### config.mk
export PLATFORM = sky130hd
export DESIGN_NAME = instr_decode_issue
export DESIGN_NICKNAME = d
export VERILOG_FILES = /design/src/rtl/instr_decode_issue.sv
export SDC_FILE = /design/constraint.sdc
export NUM_CORES = 1
export LEC_CHECK = 0
export ABC_AREA = 1
export CAP_MARGIN = 15
export CELL_PAD_IN_SITES_DETAIL_PLACEMENT = 1
export CELL_PAD_IN_SITES_GLOBAL_PLACEMENT = 1
export CORE_MARGIN = 3
export CORE_UTILIZATION = 38
export DETAILED_ROUTE_END_ITERATION = 12
export PLACE_DENSITY = 0.85
export SLEW_MARGIN = 20
export SYNTH_ARGS = -nofsm -noshare
export SYNTH_HDL_FRONTEND = slang
export SYNTH_SLANG_ARGS = --single-unit
### constraint.sdc
create_clock -name clock -period 2.47 [get_ports clock]
set_input_delay 0.741 -clock clock [delete_from_list [all_inputs] [get_ports clock]]
set_output_delay 0.741 -clock clock [all_outputs]
set_load 0.1 [all_outputs]
### src/rtl/instr_decode_issue.sv
// Instruction fetch / decode / issue front end: fetches a 16-bit word, expands
// its opcode to a one-hot control word and holds it until the control FSM retires it.
module instr_decode_issue #(
    parameter int CNT_W = 16
) (
    input  logic             clock,
    input  logic             reset,
    input  logic             run,
    output logic             imem_req,
    input  logic             imem_ack,
    input  logic [15:0]      imem_data,
    output logic [26:0]      opcode_out,
    output logic [7:0]       imm_out,
    output logic             op_valid,
    input  logic             op_done,
    output logic [CNT_W-1:0] retired
);

    typedef enum logic [1:0] {
        IDLE,
        FETCH,
        DECODE,
        ISSUE
    } state_t;

    state_t           r_state;
    logic [15:0]      r_ir;
    logic             r_imemReq;
    logic             r_opValid;
    logic [26:0]      r_opcode;
    logic [7:0]       r_imm;
    logic [CNT_W-1:0] r_retired;

    logic [4:0]       w_hotIdx;
    logic [22:0]      w_oneHot;
    logic [3:0]       w_op;
    logic [1:0]       w_sub;

    assign w_op  = r_ir[15:12];
    assign w_sub = r_ir[9:8];

    // Opcodes 4..11 have no subfunction and map linearly onto bits 7..14.
    always_comb begin
        w_hotIdx = 5'd0;
        case (w_op)
            4'h0:    w_hotIdx = 5'd0;
            4'h1:    w_hotIdx = 5'd1 + {3'b000, w_sub};
            4'h2:    w_hotIdx = 5'd5;
            4'h3:    w_hotIdx = 5'd6;
            4'hC:    w_hotIdx = 5'd15 + {4'b0000, r_ir[8]};
            4'hD:    w_hotIdx = 5'd17;
            4'hE:    w_hotIdx = 5'd18;
            4'hF:    w_hotIdx = 5'd19 + {3'b000, w_sub};
            default: w_hotIdx = {1'b0, w_op} + 5'd3;
        endcase
    end

    assign w_oneHot = 23'd1 << w_hotIdx;

    always_ff @(posedge clock or negedge reset) begin
        if (!reset) begin
            r_state   <= IDLE;
            r_ir      <= '0;
            r_imemReq <= 1'b0;
            r_opValid <= 1'b0;
            r_opcode  <= 27'h0000001;
            r_imm     <= '0;
            r_retired <= '0;
        end else begin
            case (r_state)
                IDLE: begin
                    if (run) begin
                        r_state   <= FETCH;
                        r_imemReq <= 1'b1;
                    end
                end
                FETCH: begin
                    if (imem_ack) begin
                        r_ir      <= imem_data;
                        r_imemReq <= 1'b0;
                        r_state   <= DECODE;
                    end
                end
                DECODE: begin
                    r_opcode  <= {r_ir[11:10], r_ir[9:8], w_oneHot};
                    r_imm     <= r_ir[7:0];
                    r_opValid <= 1'b1;
                    r_state   <= ISSUE;
                end
                ISSUE: begin
                    // run is sampled only at retirement, so a fetch never starts mid-issue.
                    if (op_done) begin
                        r_retired <= r_retired + 1'b1;
                        r_opValid <= 1'b0;
                        if (run) begin
                            r_state   <= FETCH;
                            r_imemReq <= 1'b1;
                        end else begin
                            r_state   <= IDLE;
                        end
                    end
                end
                default: begin
                    r_state   <= IDLE;
                    r_imemReq <= 1'b0;
                    r_opValid <= 1'b0;
                end
            endcase
        end
    end

    assign imem_req   = r_imemReq;
    assign op_valid   = r_opValid;
    assign opcode_out = r_opcode;
    assign imm_out    = r_imm;
    assign retired    = r_retired;

endmodule

**Yosys cells after proc, flatten, opt, wreduce, memory -nomap -nowiden**

Index checks and enable logic that the tools add are counted.

- Bits of input ports: 21
- Logic and storage cells: 47
- Register bits after elaboration: 71
- Output and inout bits: 53

- Muxes and demuxes: 12
- Reductions and logical operators: 9
- Eq/ne operators: 13
- Shift-type cells: 1
- Add/sub/neg operators: 5

Operator list:

| kind | number |
|---|---|
| $pmux W5 S8 | 1 |
| $shl A1 B5 Y23 const A | 1 |
| $add A16 B1 Y16 const B | 1 |
| $eq A4 B4 Y1 const B | 4 |
| $eq A4 B2 Y1 const B | 2 |
| $pmux W2 S4 | 1 |
| $mux W2 | 3 |
| $ne A2 B2 Y1 const B | 3 |
| $reduce_and A2 Y1 | 3 |
| $reduce_and A3 Y1 | 2 |
| $add A4 B1 Y5 const A | 1 |
| $add A4 B2 Y5 const B | 1 |
| $add A5 B2 Y5 const A | 1 |
| $mux W1 | 5 |
| $eq A2 B2 Y1 const B | 2 |
| $eq A4 B1 Y1 const B | 1 |
| $logic_not A4 Y1 | 1 |
| $add A1 B2 Y3 const A | 1 |
| $pmux W1 S3 | 1 |
| $reduce_bool A3 Y1 | 1 |
| $eq A2 B1 Y1 const B | 1 |
| $logic_not A2 Y1 | 1 |
| $pmux W1 S2 | 1 |
| $reduce_bool A2 Y1 | 1 |

**Longest topological paths before layout**

Gate-level depths: netlist of run 1.

- Depth in word-level cells: 3
- Mapped depth: 12
- Depth with buffers taken out: 12

**Worst setup path before layout of run 1**

No wires, ideal clock.

- Kind: register to register
- Start: register r_retired[1], in the netlist retired[1]
- End: register r_retired[14], in the netlist retired[14]
- Clock period less this slack: 2.281 ns
- Slack: 0.189 ns
- Stages on the path, launching flop included: 11
- Path buffers: 0
- Data required time: 2.348 ns
- Arrival time: 2.159 ns
- Library setup time: 0.122 ns
- Cell sequence: dfrtp_1 -> ha_1 -> inv_1 -> nor3b_2 -> nand3_1 -> nor2_1 -> nand2_1 -> nor2_2 -> nand2_1 -> nand2_1 -> nand2_1

- Longest elaborated chain between the ends: 1

RTL lines:

| element | line | RTL |
|---|---|---|
| start: declaration | 32 | `logic [CNT_W-1:0] r_retired;` |
| start signal: assignment | 93 | `r_retired <= r_retired + 1'b1;` |
| $add A16 B1 Y16 | 93 |  |

No other way between the ends.
A chain may end at the register's enable or synchronous reset.

**Final worst setup path of run 1**

- Start: register r_ir[12]
- End: register r_opcode[9], in the netlist opcode_out[9]

- Longest elaborated chain between the ends: 3
- Elaborated cells on any way between the ends: 11
- Those cells by class: add/sub: 1; eq/ne: 7; shift: 1; mux: 1; reduce/logical: 1

RTL lines:

| element | line | RTL |
|---|---|---|
| start: declaration | 27 | `logic [15:0] r_ir;` |
| start signal: assignment | 79 | `r_ir <= imem_data;` |
| $add A4 B2 Y5, or another cell as far along | 54 | `default: w_hotIdx = {1'b0, w_op} + 5'd3;` |
| $pmux W5 S8 * | 45 | `case (w_op)` |
| $shl A1 B5 Y23 * | 58 | `assign w_oneHot = 23'd1 << w_hotIdx;` |
| end signal: assignment | 85 | `r_opcode <= {r_ir[11:10], r_ir[9:8], w_oneHot};` |
| end: declaration | 30 | `logic [26:0] r_opcode;` |

Mark *: on every way between the ends. The rest lies on a longest branch, timed or not.

==> key figures, run 1 <==
Outcome
  • Status: completed

Placed design
  • GP Congestion: 0.7965
  • PortBufs: 73
  • DP HPWL: 6420 µm

Logic synthesis
  • Syn. warnings: 0
  • Mean Syn Cell Area: 9.234 µm²
  • Post-synthesis compound-gate area fraction: 0.03969
  • Mapped Cells: 379
  • Post-Synth XOR/XNOR Area: 0.04004
  • Post-synth cell types: 33
  • Syn_nets: 413
  • Post-synthesis mux area share: 0.03218
  • Sequential cell area fraction in the yosys report: 0.5080
  • Register bit total from synthesis: slightly above 70
  • Cell Area, Synth: between 0.003 and 0.004 mm²
  • Combinational family with the most area after synthesis: simple AND/OR/NAND/NOR gates
  • Area share of fa/ha/maj cells after synthesis: 0.04648
  • Post-Synth Simple-Gate Area: 0.2771

STA
  • Achievable clock frequency: 0.4490 GHz
  • Worst Tran Pin Value: 0.6353 ns
  • Crit share post-route: 0.9017
  • # setup viols final: 0
  • Final hold violations: 0
  • Rel. slew slack: 0.5764
  • TNS Setup: 0 ns
  • Final Max Tran Viols: 0
  • Crit path time final: 2.227 ns
  • RSZ-0062 raised after global routing: false
  • Worst Skew: ~0.013 ns

Floorplan
  • Core ar.: 0.008848 mm²
  • Rows: 34
  • Die Width: 102.0 µm
  • Die height: between 100 and 150 µm
  • I/O Pins: 74
  • Initial Utilization: 0.3955
  • Die ar.: 0.01040 mm²

Critical path
  • Origin of the critical flop-to-flop path: r_ir[12]
  • CP max-delay cell: dfrtp_1
  • Endpoint of the worst register-to-register path: opcode_out[9]
  • Critical Path AT: 2.47 ns
  • CP Capture Type: flip-flop
  • Critical Path Source: r_ir[12]
  • Critical-path cell list: inv_1, ha_1, o21ai_4, nand3_4, o21ai_4, nor2_4, nand3_1, nand2_1
  • CP max FO: 16
  • WP data required: between 2 and 3 ns
  • CP Launch Type: flip-flop
  • Buf/Inv on CP: 1
  • Flop-to-flop setup slack: 0.24 ns
  • Crit path to: opcode_out[9]
  • R2R cell count: 8
  • Top cell by count, worst path: o21ai_4
  • Crit path depth: 8
  • Slowest stage delay, CP: 0.45 ns
  • WS Path Type: flip-flop to flip-flop
  • Top cell family by delay on the critical path: compound AO/OA/AOI/OAI gates

Hold path
  • Hold WC Path Type: input port to asynchronous set/reset pin

Final layout
  • Fin nets: 493
  • # diodes: 0
  • Number of fillers in the final layout: 1045
  • Layout area overhead: 27.24%
  • Most frequent cells in the layout: 118 x nand2_1, 70 x dfrtp_1, 60 x buf_4
  • Fraction of layout cells with a size suffix above 1: 0.2500
  • FF/Latch Area: 0.001778 mm²
  • Area of the multi-input gates: 0.001526 mm²
  • Commonest non-fill, non-tap cell in the layout: nand2_1

Routing
  • DR pass1 iterations: 5
  • Total detailed-routing wirelength: 8807 µm
  • 1st-iter DRT viols: 74
  • DR vias/cell: 4.920
  • DRC errors left: 0
  • Remaining antenna violation count: 0
  • Routed len/inst: around 15 µm
  • Routed via count: 2814

GRT
  • Global-route total usage across every layer: 0.1811
  • Largest net degree at the start of global routing: 39
  • Vias in the first global route: 3057
  • First-pass GRT wire length: 14790 µm
  • Grt ovf: 0
  • Initial antenna violation count: 0

CTS
  • Worst-Skew Late Latency: 0.35 ns
  • Total clock buffers created by CTS: 9
  • CTS Sinks: between 70 and 80
  • Post-CTS Setup Repair Bufs: 0
  • CTS tree: yes
  • CTS clock-pin slew for the worst setup and hold paths: 0.08 ns
  • CTS root buf: clkbuf_8
  • Clk buf depth: 2
  • H-tree depth: 3

Flow run
  • Max-Cap Viols: 0
==> kinds of logic after synthesis <==
| kind of cell | count (synthesis) |
|---|---|
| AOI/OAI and AO/OA | 20 |
| and+or+nand+nor | 204 |
| DFF | 71 |
| adders and majority gates | 13 |
| buffers and inverters | 45 |
| xor gates and xnor gates | 16 |
| muxes | 10 |
==> routing by layer <==
metal | GRT usage | part of all wire | vias up
li1 | - | - | 1365
met5 | 0 | 0 | -
met2 | 0.3298 | 0.54 | 55
met1 | 0.2132 | 0.41 | 1385
met3 | 0.03959 | 0.031 | 9
met4 | 0.05348 | 0.015 | 0
==> cell type report <==
class | count | area share
clock buffers | 11 | 0.03175
clock inverters | 5 | 0.01826
inverters | 34 | 0.02922
multi-input cells | 263 | 0.3428
flip-flops and latches | 71 | 0.3993
well taps | 108 | 0.03035
repair buffers | 80 | 0.1484
==> Yosys cell counts (all sizes together) <==
cell	n	area, µm²
xor2	11	96.34
nor2	32	176.4
nor3b	1	12.51
buf	6	48.80
ha	13	162.7
mux2	10	112.6
nand2	125	496.7
o22ai	2	12.51
dfstp	1	26.28
clkbuf	5	18.77
inv	34	130.1
o21bai	1	7.510
xnor2	5	43.79
dfrtp	70	1752
nand3b	1	7.510
or2	1	8.760
nor3	1	10.01
nand4	20	125.1
o21ai	5	58.81
nand3	23	132.6
a21oi	12	60.06
==> worst min-delay path by stage <==
stage,start,to,slack (ns)
after floorplan,r_ir[0],imm_out[0],0.44
after global placement,r_ir[7],imm_out[7],0.45
after detailed placement,retired[15],retired[15],0.46
after CTS,reset,opcode_out[3],0.35
after global routing,reset,opcode_out[1],0.37
final,reset,opcode_out[3],0.36
==> worst register-to-register path: cells and delay by family (launching register included) <==
| kind | cells | cell delay, ns |
|---|---|---|
| buffers and inverters | 1 | 0.17 |
| AOI/OAI and AO/OA | 2 | 0.72 |
| and+or+nand+nor | 4 | 0.44 |
| adders and majority gates | 1 | 0.34 |
| DFF | 1 | 0.45 |
==> repair_timing <==
action                                  4_1_cts  5_1_grt
endpoints found under the setup margin        0        1
hold buffers                                  0        0
gates resized for setup                       0        1
==> flip-flops by register name, summed over array words and instances (netlist names) <==
register	count
imm_out	8
r_ir	16
r_state	2
retired	16
imem_req	1
op_valid	1
opcode_out	27
==> stage by stage <==
step,utilization,instance area (µm²),hold WS (ns),std cells,setup slack (ns)
after global placement,0.4778,4228,0.4511,556,0.1222
after CTS,0.5030,4451,0.3493,572,0.1798
final,0.5033,4453,0.3558,572,0.2429
after floorplan,-,3500,0.4444,379,0.1889
after global routing,0.5033,4453,0.3705,572,0.1056
after detailed placement,0.4778,4228,0.4583,556,0.02222
Power of run 1 is not shown: default switching activity piles up to over one toggle a cycle in this logic, so the estimate is an artifact.
==> run 2: changes to the inputs <==
--- a/config.mk
+++ b/config.mk
@@ -10,10 +10,11 @@
 export CELL_PAD_IN_SITES_DETAIL_PLACEMENT = 1
 export CELL_PAD_IN_SITES_GLOBAL_PLACEMENT = 1
 export CORE_MARGIN = 3
-export CORE_UTILIZATION = 38
+export CORE_UTILIZATION = 40
+export CTS_BUF_LIST = sky130_fd_sc_hd__clkbuf_4 sky130_fd_sc_hd__clkbuf_8
 export DETAILED_ROUTE_END_ITERATION = 12
-export PLACE_DENSITY = 0.85
-export SLEW_MARGIN = 20
+export PLACE_DENSITY = 0.89
+export SLEW_MARGIN = 15
 export SYNTH_ARGS = -nofsm -noshare
 export SYNTH_HDL_FRONTEND = slang
 export SYNTH_SLANG_ARGS = --single-unit
==> key figures, run 2 (synthesized netlist as in run 1, its figures left out) <==
Outcome
  • Status: completed

CTS
  • H-tree depth: 3
  • CTS root buf: clkbuf_8
  • Post-CTS Setup Repair Bufs: 0
  • Worst-Skew Late Latency: 0.35 ns
  • CTS tree: yes
  • CTS clock-pin slew for the worst setup and hold paths: about 0.080 ns
  • Clk buf depth: 2
  • CTS Sinks: 71
  • Total clock buffers created by CTS: 9
  • Post-CTS Resized: 0
  • Cts hold-fix bufs: 0

GRT
  • Global-route total usage across every layer: 0.1837
  • Initial antenna violation count: 0
  • GRT Max-Usage Layer: met2
  • Grt ovf: 0
  • GRT met3 Usage: 0.03647
  • Largest net degree at the start of global routing: 72
  • GR Util met2: 0.3275
  • Vias in the first global route: approximately 3000
  • First-pass GRT wire length: 14560 µm
  • Met1 Resource Use GR: 0.2199

Routing
  • 1st-iter DRT viols: 73
  • Routed len/inst: 15.11 µm
  • Total detailed-routing wirelength: 8583 µm
  • DR pass1 iterations: 4
  • DRC errors left: 0
  • DR vias/cell: 4.989
  • Remaining antenna violation count: 0
  • Routed via count: 2834

Hold path
  • Hold WC Path Type: input port to asynchronous set/reset pin

Placed design
  • PortBufs: 73
  • GP Congestion: 0.7933
  • DP HPWL: 6244 µm
  • Area of placed instances: 0.004222 mm²

Floorplan
  • Die ar.: 0.009907 mm²
  • Core ar.: 0.008341 mm²
  • Rows: 33
  • Die height: 99.54 µm
  • I/O Pins: between 70 and 80
  • Initial Utilization: 0.4196
  • Die Width: between 90 and 100 µm

Critical path
  • WP data required: between 2 and 3 ns
  • R2R cell count: 9
  • Critical Path AT: 2.46 ns
  • CP Launch Type: flip-flop
  • CP max FO: 8
  • Endpoint of the worst register-to-register path: opcode_out[4]
  • Origin of the critical flop-to-flop path: r_ir[12]
  • WS Path Type: flip-flop to flip-flop
  • CP Capture Type: flip-flop
  • Flop-to-flop setup slack: ~0.29 ns

Final layout
  • FF/Latch Area: around 0.0018 mm²
  • Area of the multi-input gates: about 0.0015 mm²
  • Most frequent cells in the layout: 118 x nand2_1, 70 x dfrtp_1, 59 x buf_4
  • Fraction of layout cells with a size suffix above 1: 0.2484
  • Layout area overhead: 26.89%
  • # diodes: 0
  • Number of fillers in the final layout: 985
  • Final Cell Area: roughly 0.0044 mm²
  • Commonest non-fill, non-tap cell in the layout: nand2_1
  • Fin nets: 493
  • Max reg flops: 27
  • Post-layout util: 0.5324

STA
  • Crit share post-route: 0.8836
  • Final hold violations: 0
  • Achievable clock frequency: about 0.46 GHz
  • Crit path time final: 2.183 ns
  • Rel. slew slack: 0.5981
  • Worst Tran Pin Value: approximately 0.60 ns
  • Final Max Tran Viols: 0
  • Worst Skew: 0.01233 ns
  • # setup viols final: 0
  • RSZ-0062 raised after global routing: false

Flow run
  • Max-Cap Viols: 0
[run 2: cell types whose count changed in the layout (fill, tap and decap cells not counted)]
cell	before	now
buf_2	0	1
buf_4	60	59
clkbuf_1	1	0
nor2_1	22	23
nor2_2	5	4
[run 2: through the flow]
| stage | instances | hold slack, ns | TNS, ns | worst slack [ns] |
|---|---|---|---|---|
| after floorplan | 379 | 0.4444 | 0 | 0.1889 |
| after global placement | 553 | 0.4537 | 0 | 0.1233 |
| after detailed placement | 553 | 0.4588 | -0.02389 | -0.02389 |
| after CTS | 568 | 0.4103 | 0 | 0.2695 |
| after global routing | 568 | 0.4244 | 0 | 0.03287 |
| final | 568 | 0.3953 | 0 | 0.2874 |
[run 2: worst max-delay path, cell delays in order (launching register included)]
cell     delay (ns)
dfrtp_1        0.44
inv_1          0.15
ha_1           0.33
nand3_1        0.15
nand3_1        0.10
nor2_1         0.16
nand2_1        0.07
nor2_1         0.43
nand4_1        0.17
nand2_1        0.12
[run 2: worst max-delay path by stage]
stage / startpoint / to / slack [ns]
floorplan: retired[1] / retired[14] / 0.19
detailed placement: op_done / retired[14] / -0.02
CTS: r_ir[12] / opcode_out[4] / 0.27
global route: r_ir[12] / opcode_out[4] / 0.03
global placement: op_done / retired[14] / 0.12
finish: r_ir[12] / opcode_out[4] / 0.29
[run 2: metal layers]
layer  part of all wire  vias to the layer above
met5                  0                        -
met1               0.41                     1394
met2               0.53                       59
met4              0.021                        0
li1                   -                     1366
met3              0.035                       15
[run 2: layout make-up]
cell class / count / share of cell area
clock buffer: 10 / 0.03099
clock inverter: 5 / 0.01832
inverter: 34 / 0.02930
multi-input combinational: 263 / 0.3432
sequential: 71 / 0.4004
tap: 105 / 0.02959
timing repair buffer: 80 / 0.1482
Power of run 2 is left out for the same reason.
